$ cat config.mk
export PLATFORM = sky130hd
export DESIGN_NAME = booth_seq_mul
export DESIGN_NICKNAME = d
export VERILOG_FILES = /design/src/rtl/booth_seq_mul.sv
export SDC_FILE = /design/constraint.sdc
export NUM_CORES = 1
export LEC_CHECK = 0
export ABC_AREA = 1
export CAP_MARGIN = 0
export CORE_ASPECT_RATIO = 1.1
export CORE_MARGIN = 2
export CORE_UTILIZATION = 57
export CTS_CLUSTER_DIAMETER = 50
export DETAILED_ROUTE_END_ITERATION = 12
export PLACE_DENSITY = 0.91
export SETUP_SLACK_MARGIN = 0.3
export SYNTH_ARGS = -nofsm -noshare
export SYNTH_HDL_FRONTEND = slang
export SYNTH_SLANG_ARGS = --single-unit
export TNS_END_PERCENT = 100
$ cat constraint.sdc
create_clock -name clk -period 4.6 [get_ports clk]
set_clock_uncertainty 0.2 [all_clocks]
set_input_delay 0.69 -clock clk [delete_from_list [all_inputs] [get_ports clk]]
set_output_delay 0.69 -clock clk [all_outputs]
set_load 0.05 [all_outputs]
$ cat src/rtl/booth_seq_mul.sv
// Sequential radix-4 Booth multiplier: one partial product per clock, product valid NPP edges after accept.
// in_ready only in IDLE; a finished product is held in DONE until out_ready, so the next accept waits for it.
module booth_seq_mul #(
  parameter int WIDTH  = 11,
  parameter int SIGNED = 0
) (
  input  logic                 clk,
  input  logic                 rst,
  input  logic                 in_valid,
  output logic                 in_ready,
  input  logic [WIDTH-1:0]     a,
  input  logic [WIDTH-1:0]     b,
  output logic                 out_valid,
  input  logic                 out_ready,
  output logic [2*WIDTH-1:0]   out,
  output logic                 busy
);
  localparam int NPP = (WIDTH + 2) / 2;
  localparam int EW  = WIDTH + 2;
  localparam int AW  = 2 * WIDTH + 2;
  localparam int CW  = $clog2(NPP + 1);

  typedef enum logic [1:0] {IDLE, CALC, DONE} state_t;

  state_t        state_q, state_d;
  logic [EW-1:0] a_q, a_d;
  // Bit 0 is the implicit zero below the multiplier LSB, so triplet k sits at [2k+2:2k].
  logic [EW:0]   b_q, b_d;
  logic [AW-1:0] acc_q, acc_d;
  logic [CW-1:0] cnt_q, cnt_d;
  logic          in_ready_q, in_ready_d;
  logic          out_valid_q, out_valid_d;
  logic          busy_q, busy_d;

  logic          ext_a, ext_b;
  logic [EW:0]   b_sh;
  logic [2:0]    trip;
  logic [AW-1:0] a_wide, pp, pp_sh;

  always_comb begin
    ext_a  = (SIGNED != 0) && a[WIDTH-1];
    ext_b  = (SIGNED != 0) && b[WIDTH-1];
    b_sh   = b_q >> {cnt_q, 1'b0};
    trip   = b_sh[2:0];
    a_wide = {{WIDTH{a_q[EW-1]}}, a_q};
    unique case (trip)
      3'b001, 3'b010: pp = a_wide;
      3'b011:         pp = a_wide << 1;
      3'b100:         pp = -(a_wide << 1);
      3'b101, 3'b110: pp = -a_wide;
      default:        pp = '0;
    endcase
    pp_sh = pp << {cnt_q, 1'b0};

    state_d = state_q;
    a_d     = a_q;
    b_d     = b_q;
    acc_d   = acc_q;
    cnt_d   = cnt_q;
    unique case (state_q)
      IDLE: begin
        if (in_valid) begin
          a_d     = {{2{ext_a}}, a};
          b_d     = {{2{ext_b}}, b, 1'b0};
          acc_d   = '0;
          cnt_d   = '0;
          state_d = CALC;
        end
      end
      CALC: begin
        acc_d = acc_q + pp_sh;
        cnt_d = cnt_q + CW'(1);
        if (cnt_q == CW'(NPP - 1)) begin
          state_d = DONE;
        end
      end
      DONE: begin
        if (out_ready) begin
          state_d = IDLE;
        end
      end
      default: state_d = IDLE;
    endcase

    in_ready_d  = (state_d == IDLE);
    out_valid_d = (state_d == DONE);
    busy_d      = (state_d == CALC) || (state_d == DONE);
  end

  always_ff @(posedge clk) begin
    if (rst) begin
      state_q     <= IDLE;
      a_q         <= '0;
      b_q         <= '0;
      acc_q       <= '0;
      cnt_q       <= '0;
      in_ready_q  <= 1'b1;
      out_valid_q <= 1'b0;
      busy_q      <= 1'b0;
    end else begin
      state_q     <= state_d;
      a_q         <= a_d;
      b_q         <= b_d;
      acc_q       <= acc_d;
      cnt_q       <= cnt_d;
      in_ready_q  <= in_ready_d;
      out_valid_q <= out_valid_d;
      busy_q      <= busy_d;
    end
  end

  assign in_ready  = in_ready_q;
  assign out_valid = out_valid_q;
  assign busy      = busy_q;
  assign out       = acc_q[2*WIDTH-1:0];

endmodule

== Word-level counts from Yosys, hierarchy flattened ==
Index checks and enable logic that the tools add are counted.
Cells by class
  reductions and logical operators: 8
  shift operators: 2
  add/subtract/negate cells: 4
  mux-type cells: 9
  eq/ne operators: 12
Operator list (count)
  $pmux 24 s4: 1
  $pmux 24 s2: 1
  $add 24x24->24: 1
  $mux 24: 1
  $neg 11->24: 1
  $neg 12->24: 1
  $shl 24x4->24: 1
  $eq 3x3->1 const B: 4
  $shr 12x4->3: 1
  $eq 3x2->1 const B: 2
  $mux 2: 3
  $pmux 2 s3: 1
  $pmux 3 s2: 1
  $eq 2x1->1 const B: 2
  $eq 2x2->1 const B: 2
  $logic_not 2->1: 2
  $reduce_and 2->1: 2
  $reduce_or 2->1: 2
  $add 3x1->3 const B: 1
  $eq 3x1->1 const B: 1
  $mux 3: 1
  $ne 2x2->1 const B: 1
  $reduce_bool 2->1: 1
  $logic_or 1x1->1: 1
Word-level totals
  register bits after elaboration: 54
  output and inout bits: 25

== Logic depth before layout (Yosys ltp) ==
Gate-level depths: netlist of the first run.
  depth after elaboration: 7
  gate-level depth with buffers: 32
  mapped depth without buffers: 31

== Least setup slack after synthesis of the first run ==
OpenSTA, ideal clock, no wires.
  path type: register to register
  start point: reg cnt_q[1]
  end point: reg acc_q[20]
  data required time: 4.268 ns
  buffers on the path: 1
  cell stages (with the launch flop): 32
  slack: 0.786 ns
  data arrival time: 3.481 ns
  cell sequence: dfxtp_1 > buf_4 > inv_4 > nand2_2 > nor3_4 > inv_2 > nand2_4 > nand2_4 > nand2_8 > nor2_8 > inv_4 > nor2_1 > a211oi_2 > nand2_1 > o21ai_1 > nand2_1 > nand2_1 > nor2_1 > ha_1 > nand2_1 > o21ai_0 > a21oi_1 > o21ai_0 > a21oi_1 > o21ai_0 > nand2_1 > nand2_1 > nand2_1 > nand2_1 > a21oi_1 > o21ai_0 > a21oi_1
On the way
  cells in the longest elaborated chain, start to end: 7
  elaborated cells on any way between the ends: 13
  classes of those cells: 1 x add/sub; 6 x eq/ne; 2 x shift; 2 x mux; 2 x reduce/logical
RTL lines
  from (decl): line 30  | logic [CW-1:0] cnt_q, cnt_d;
  from (signal assigned): line 105  | cnt_q <= cnt_d;
  $shr 12x4->3: line 43  | b_sh = b_q >> {cnt_q, 1'b0};
  $eq 3x3->1 (tied with other cells): line 46  | unique case (trip)
  $reduce_or 2->1: line 46
  $pmux 24 s4: line 46
  $shl 24x4->24 *: line 53  | pp_sh = pp << {cnt_q, 1'b0};
  $add 24x24->24 *: line 71  | acc_d = acc_q + pp_sh;
  $pmux 24 s2 *: line 60  | unique case (state_q)
  to (signal assigned): line 95  | acc_q <= '0;
  to (signal assigned): line 104  | acc_q <= acc_d;
  to (decl): line 29  | logic [AW-1:0] acc_q, acc_d;
Every way passes the cells marked *; elsewhere a longest branch is shown, timed or not.
A chain may end at the register's enable or synchronous reset.

== Worst setup path after layout of the first run ==
  start point: reg cnt_q[0]
  end point: reg acc_q[20]
The elaborated chain is that of the path after synthesis.

==> results of run 1 <==
[cells by family (layout without fill, tap and decap cells)]
| family | after synthesis | in the layout | synth area share [%] |
|---|---|---|---|
| buf+inv | 87 | 149 | 8.58 |
| flops | 52 | 52 | 24.6 |
| compound gates | 182 | 182 | 23.8 |
| simple gates | 297 | 297 | 33.2 |
| fa+ha+maj | 28 | 28 | 8.47 |
| xor+xnor | 6 | 6 | 1.24 |
[per-stage QoR]
stage	hold WS [ns]	setup slack (ns)
after floorplan	0.229	0.786
after global placement	0.263	0.215
after detailed placement	0.271	0.104
after CTS	0.288	0.273
after global routing	0.311	0.0934
final	0.287	0.407
[layout by cell type (no fill, tap or decap), drive strengths merged, types with 2 or more instances in the layout]
master / netlist / layout
a211oi: 2 / 2
a21o: 2 / 2
a21oi: 83 / 83
a31oi: 3 / 3
buf: 9 / 30
clkbuf: 17 / 5
clkdlybuf4s50: 0 / 50
clkinv: 2 / 3
dfxtp: 52 / 52
ha: 27 / 27
inv: 59 / 60
nand2: 160 / 160
nand3: 49 / 49
nand3b: 2 / 2
nand4: 15 / 15
nor2: 61 / 61
nor3: 4 / 4
o211ai: 3 / 3
o21ai: 76 / 76
o22ai: 6 / 6
or2: 5 / 5
xor2: 5 / 5
[power groups by stage]
stage / clock network, mW / registers (mW) / logic, mW
after global routing: 0.303 / 0.525 / 0.883
final: 0.281 / 0.522 / 0.809
after floorplan: 0 / 0.580 / 0.478
after CTS: 0.289 / 0.520 / 0.717
after global placement: 0 / 0.528 / 0.698
after detailed placement: 0 / 0.530 / 0.713
[path summary, 6_finish.rpt]
kind | endpoint | cells past startpoint | from
worst min-delay path | b_q[7]$_SDFFE_PP0P_ | 2 | b_q[7]$_SDFFE_PP0P_
worst max register to register | acc_q[20]$_SDFFE_PP0P_ | 29 | cnt_q[0]$_SDFFE_PP0P_
worst min register to register | b_q[7]$_SDFFE_PP0P_ | 2 | b_q[7]$_SDFFE_PP0P_
worst max-delay path | acc_q[20]$_SDFFE_PP0P_ | 29 | cnt_q[0]$_SDFFE_PP0P_
[area by class of cell]
cell class | count | area, um2 | area share [%]
clock buffers | 5 | 68.8 | 1.32
clock inverters | 3 | 21.3 | 0.407
inverters | 61 | 248 | 4.74
multi-input cells | 513 | 2980 | 57.0
flip-flops and latches | 52 | 1050 | 20.1
well taps | 85 | 106 | 2.03
repair buffers | 80 | 754 | 14.4
[sequential cells by signal, summed over array words and instances, names as in the netlist]
register   cells
a_q           11
acc_q         22
out_valid      1
cnt_q          3
state_q        2
in_ready       1
b_q           11
busy           1
[timing repair]
item	in CTS	in global routing
hold buffers	0	0
pin swaps	0	30
buffers inserted	0	17
resized for setup	4	48
endpoints found under the setup margin	6	12
[worst max-delay path: cells and delay by family (launching register included)]
| kind | cells | cell delay [ns] |
|---|---|---|
| AO/OA/AOI/OAI | 10 | 1.60 |
| AND/OR/NAND/NOR | 16 | 1.40 |
| flip-flops | 1 | 0.44 |
| adder cells (fa/ha/maj) | 1 | 0.35 |
| buffers and inverters | 2 | 0.12 |
[routing by layer]
| layer | vias up | global-route usage [%] |
|---|---|---|
| li1 | 2324 | - |
| met1 | 2171 | 35.5 |
| met2 | 178 | 51.6 |
| met3 | 40 | 4.04 |
| met4 | 0 | 10.2 |
| met5 | - | 0 |
==> impl_metrics.env, run 1 <==
export IMPL_portBuffers=50
export IMPL_worstSetupPathType="reg -> reg"
export IMPL_critPathMaxStageDelay_ns=0.44
export IMPL_fin_util_pct=73.8
export IMPL_yosys_area_top_type="dfxtp_1"
export IMPL_place_area_um2=4810
export IMPL_p_per_area_nw_per_um2=308
export IMPL_n_fill_cell=608
export IMPL_cts_buffers=5
export IMPL_crit_required_ns=4.65
export IMPL_setup_tns_ns=0
export IMPL_drt_wl_total_um=12600
export IMPL_route_met3_wl_um=665
export IMPL_hold_viol_final=0
export IMPL_seq_area_frac_synth_pct=24.6
export IMPL_cts_sinks=52
export IMPL_synth_area_per_cell_um2=6.48
export IMPL_power_mw=1.61
export IMPL_drt_met1_wl_um=5290
export IMPL_hp_class="reg -> reg"
export IMPL_worst_slew_pin_slew_ns=0.567
export IMPL_ir_drop_v=0.000180
export IMPL_grt_usage_pct=29.0
export IMPL_routed_wl_met2_um=6230
export IMPL_yosysTopAreaCellShare_pct=24.6
export IMPL_drv_slew=0
export IMPL_fp_dieH_um=94.3
export IMPL_cts_tree="done"
export IMPL_cts_path_max_buffers=2
export IMPL_die_x_um=86.1
export IMPL_post_synth_top_count_cell="nand2_1"
export IMPL_synth_common_cells="nand2_1, a21oi_1, nor2_1"
export IMPL_antenna_found_initial=0
export IMPL_power_frac_comb_pct=50.2
export IMPL_cp_start_kind="flop"
export IMPL_p_int_mw=0.887
export IMPL_design_area_um2=5230
export IMPL_routed_via_density=5.90
export IMPL_synth_edff_count=0
export IMPL_synthCells=652
export IMPL_synth_nets=706
export IMPL_rsz0062_at_grt="yes"
export IMPL_layout_cells_non_filler=799
export IMPL_fp_row_count=32
export IMPL_syn_area_um2=4230
export IMPL_slowest_stage="dfxtp_4"
export IMPL_cp_max_fo=8
export IMPL_area_delta_synth_final_pct=23.8
export IMPL_drv_cap=0
export IMPL_status="completed"
export IMPL_initial_core_util_pct=59.6
export IMPL_synthFlopType="dfxtp_1"
export IMPL_leakage_nw=2.29
export IMPL_clk_pin_slew_ns=0.10
export IMPL_place_gp_congestion=0.932
export IMPL_grt_first_pass_wirelength_um=19100
export IMPL_gr_total_overflow=0
export IMPL_insertion_delay_ns=0.32
export IMPL_dpl_hpwl_um=8960
export IMPL_first_pass_iters=7
export IMPL_drc_errors=0
export IMPL_io_pins=51
export IMPL_min_period_over_period_pct=91.1
export IMPL_num_vias=4713
export IMPL_ant_nets=0
export IMPL_ys_ff_latch=52
export IMPL_drt_iter0_markers=341
export IMPL_yosysWarnings=0
export IMPL_switching_share_pct=45.0
export IMPL_grt_pass1_vias=4190
export IMPL_dr_max_layer_used="met4"
export IMPL_p_sw_mw=0.724
export IMPL_end_kind="flop"
export IMPL_fmaxAchievable_mhz=239
export IMPL_timing_reg2reg_setup_slack_ns=0.41
export IMPL_n_antenna_cell=0
export IMPL_synthTopCellsByArea="dfxtp_1, nand2_1, a21oi_1"
export IMPL_async_flop_share_pct=0
export IMPL_drive_gt1_share_pct=16.5
export IMPL_setup_viol=0
export IMPL_die_area_um2=8120
export IMPL_htree_levels=2
export IMPL_cts_root_buffer="clkbuf_8"
export IMPL_fin_crit_ns=4.19
export IMPL_p_clk_share_pct=17.5
export IMPL_maxSlewHeadroom_pct=61.9
export IMPL_synth_cell_types=54
export IMPL_crit_top_cell="nand2_1"
export IMPL_dp_cells=774
export IMPL_finalNetCount=767
export IMPL_wl_per_cell_um=15.7
export IMPL_grt_max_degree=42
export IMPL_seqPwrFrac_pct=32.4
export IMPL_core_um2=7090
export IMPL_arrival_ns=4.24
Note: power is estimated with default switching activity, not from simulation.
==> run 2, diff against run 1 <==
CAP_MARGIN = default   (was 0)
CORE_UTILIZATION = 33   (was 57)
PLACE_DENSITY = 0.62   (was 0.91)
==> run 2 against run 1 <==
  * Non-clock buffer count decreased by 1
  * Clock-buffer cell count increased by 1
  * Worst hold slack got worse by 0.020 ns
  * Critical path type unchanged
  * Largest cell class unchanged
  * Largest power group unchanged
==> impl_metrics.env, run 2 (synthesized netlist as in run 1, its figures left out) <==
export IMPL_end_kind="flop"
export IMPL_hold_viol_final=0
export IMPL_die_x_um=112
export IMPL_gr_usage_met2_pct=30.3
export IMPL_routed_via_density=5.19
export IMPL_fp_row_count=43
export IMPL_initial_core_util_pct=33.7
export IMPL_cts_tree="done"
export IMPL_cp_start_kind="flop"
export IMPL_use_met1_pct=22.2
export IMPL_num_vias=4517
export IMPL_switching_share_pct=42.5
export IMPL_hp_class="reg -> reg"
export IMPL_status="completed"
export IMPL_drt_wl_total_um=12400
export IMPL_cp_max_fo=8
export IMPL_regMostFlops="acc_q"
export IMPL_cts_sinks=52
export IMPL_fmaxAchievable_mhz=245
export IMPL_fp_dieH_um=123
export IMPL_place_gp_congestion=0.915
export IMPL_busiest_layer="met2"
export IMPL_antenna_found_initial=0
export IMPL_cp_top_family="simple AND/OR/NAND/NOR gates"
export IMPL_clk_pin_slew_ns=0.07
export IMPL_drv_slew=0
export IMPL_first_pass_iters=5
export IMPL_grt_usage_pct=17.8
export IMPL_portBuffers=50
export IMPL_htree_levels=2
export IMPL_wl_per_cell_um=14.3
export IMPL_drive_gt1_share_pct=17.4
export IMPL_setup_tns_ns=0
export IMPL_insertion_delay_ns=0.31
export IMPL_critPathMaxStageDelay_ns=0.40
export IMPL_dpl_hpwl_um=9150
export IMPL_grt_max_degree=42
export IMPL_rsz0062_at_grt="yes"
export IMPL_grt_first_pass_wirelength_um=20000
export IMPL_seqPwrFrac_pct=30.0
export IMPL_drt_iter0_markers=277
export IMPL_core_um2=12500
export IMPL_worst_slew_pin_slew_ns=0.842
export IMPL_drc_errors=0
export IMPL_worstSetupPathType="reg -> reg"
export IMPL_cts_buffers=5
export IMPL_hold_buffers=0
export IMPL_area_delta_synth_final_pct=28.5
export IMPL_power_mw=1.74
export IMPL_setup_viol=0
export IMPL_worst_path_buf_inv=2
export IMPL_n_antenna_cell=0
export IMPL_die_area_um2=13700
export IMPL_finalNetCount=766
export IMPL_slowest_stage="ha_2"
export IMPL_drv_cap=0
export IMPL_io_pins=51
export IMPL_p_clk_share_pct=22.2
export IMPL_largest_registers="acc_q x22, a_q x11, b_q x11"
export IMPL_maxSlewHeadroom_pct=43.6
export IMPL_cts_path_max_buffers=2
export IMPL_p_sw_mw=0.740
export IMPL_cts_root_buffer="clkbuf_16"
export IMPL_ir_drop_v=0.000196
export IMPL_power_frac_comb_pct=47.9
export IMPL_fin_crit_ns=4.09
export IMPL_n_fill_cell=1317
export IMPL_crit_required_ns=4.57
export IMPL_mostFrequentLayoutCells="nand2_1, a21oi_1, nor2_1, clkdlybuf4s50_1"
export IMPL_crit_top_cell="nand2_1"
export IMPL_setup_ws_ns=0.511
export IMPL_p_int_mw=1.00
export IMPL_grt_pass1_vias=4256
export IMPL_dp_slack_ns=0.0922
export IMPL_p_per_area_nw_per_um2=321
export IMPL_gr_total_overflow=0
export IMPL_min_period_over_period_pct=88.9
export IMPL_leakage_nw=2.32
export IMPL_grtUsageMet3_pct=3.46
export IMPL_final_common_cell="nand2_1"
export IMPL_ant_nets=0
export IMPL_arrival_ns=4.06
export IMPL_largest_register_ff_count=22
[run 2: area by class of cell]
cell class	instances	area, um2	share of cell area [%]
clock inverter	2	13.8	0.253
multi-input combinational	513	3040	56.1
inverter	61	250	4.61
timing repair buffer	79	747	13.8
sequential	52	1050	19.3
clock buffer	6	129	2.37
tap	157	196	3.62
[run 2: worst min-delay path, delay by kind of cell, from the launching register on]
family                 cells  cell delay, ns
AO/OA/AOI/OAI              1            0.06
buffers and inverters      1            0.06
flip-flops                 1            0.30
[run 2: stage by stage]
| step | cells | hold WS (ns) | area [um2] | utilization, % |
|---|---|---|---|---|
| floorplan | 652 | 0.229 | 4230 | - |
| global placement | 844 | 0.263 | 4880 | 38.9 |
| detailed placement | 844 | 0.257 | 4880 | 38.9 |
| CTS | 852 | 0.268 | 5030 | 40.1 |
| global route | 870 | 0.298 | 5430 | 43.3 |
| finish | 870 | 0.267 | 5430 | 43.3 |
[run 2: path summary, 6_finish.rpt]
kind | start | to | slack [ns] | depth (start not counted)
setup / recovery | cnt_q[0]$_SDFFE_PP0P_ | acc_q[20]$_SDFFE_PP0P_ | 0.51 | 30
hold / removal | b_q[7]$_SDFFE_PP0P_ | b_q[7]$_SDFFE_PP0P_ | 0.27 | 2
setup reg to reg | cnt_q[0]$_SDFFE_PP0P_ | acc_q[20]$_SDFFE_PP0P_ | 0.51 | 30
hold reg to reg | b_q[7]$_SDFFE_PP0P_ | b_q[7]$_SDFFE_PP0P_ | 0.27 | 2
[run 2: layer usage]
layer  vias to the layer above  share of wire, %
met4                         0               2.8
met1                      2031                45
met5                         -                 0
li1                       2340                 -
met2                       118                47
met3                        28               4.5
[run 2: power by group through the flow]
stage | Clock, mW | Sequential (mW) | Combinational (mW)
after detailed placement | 0 | 0.530 | 0.714
final | 0.387 | 0.522 | 0.834
after global routing | 0.419 | 0.528 | 0.919
after floorplan | 0 | 0.580 | 0.478
after CTS | 0.401 | 0.520 | 0.719
after global placement | 0 | 0.529 | 0.711
[run 2: repair_timing]
item / in CTS / in global routing
buffers inserted: 0 / 18
pin swaps: 0 / 36
endpoints found under the setup margin: 2 / 11
resized for setup: 4 / 67
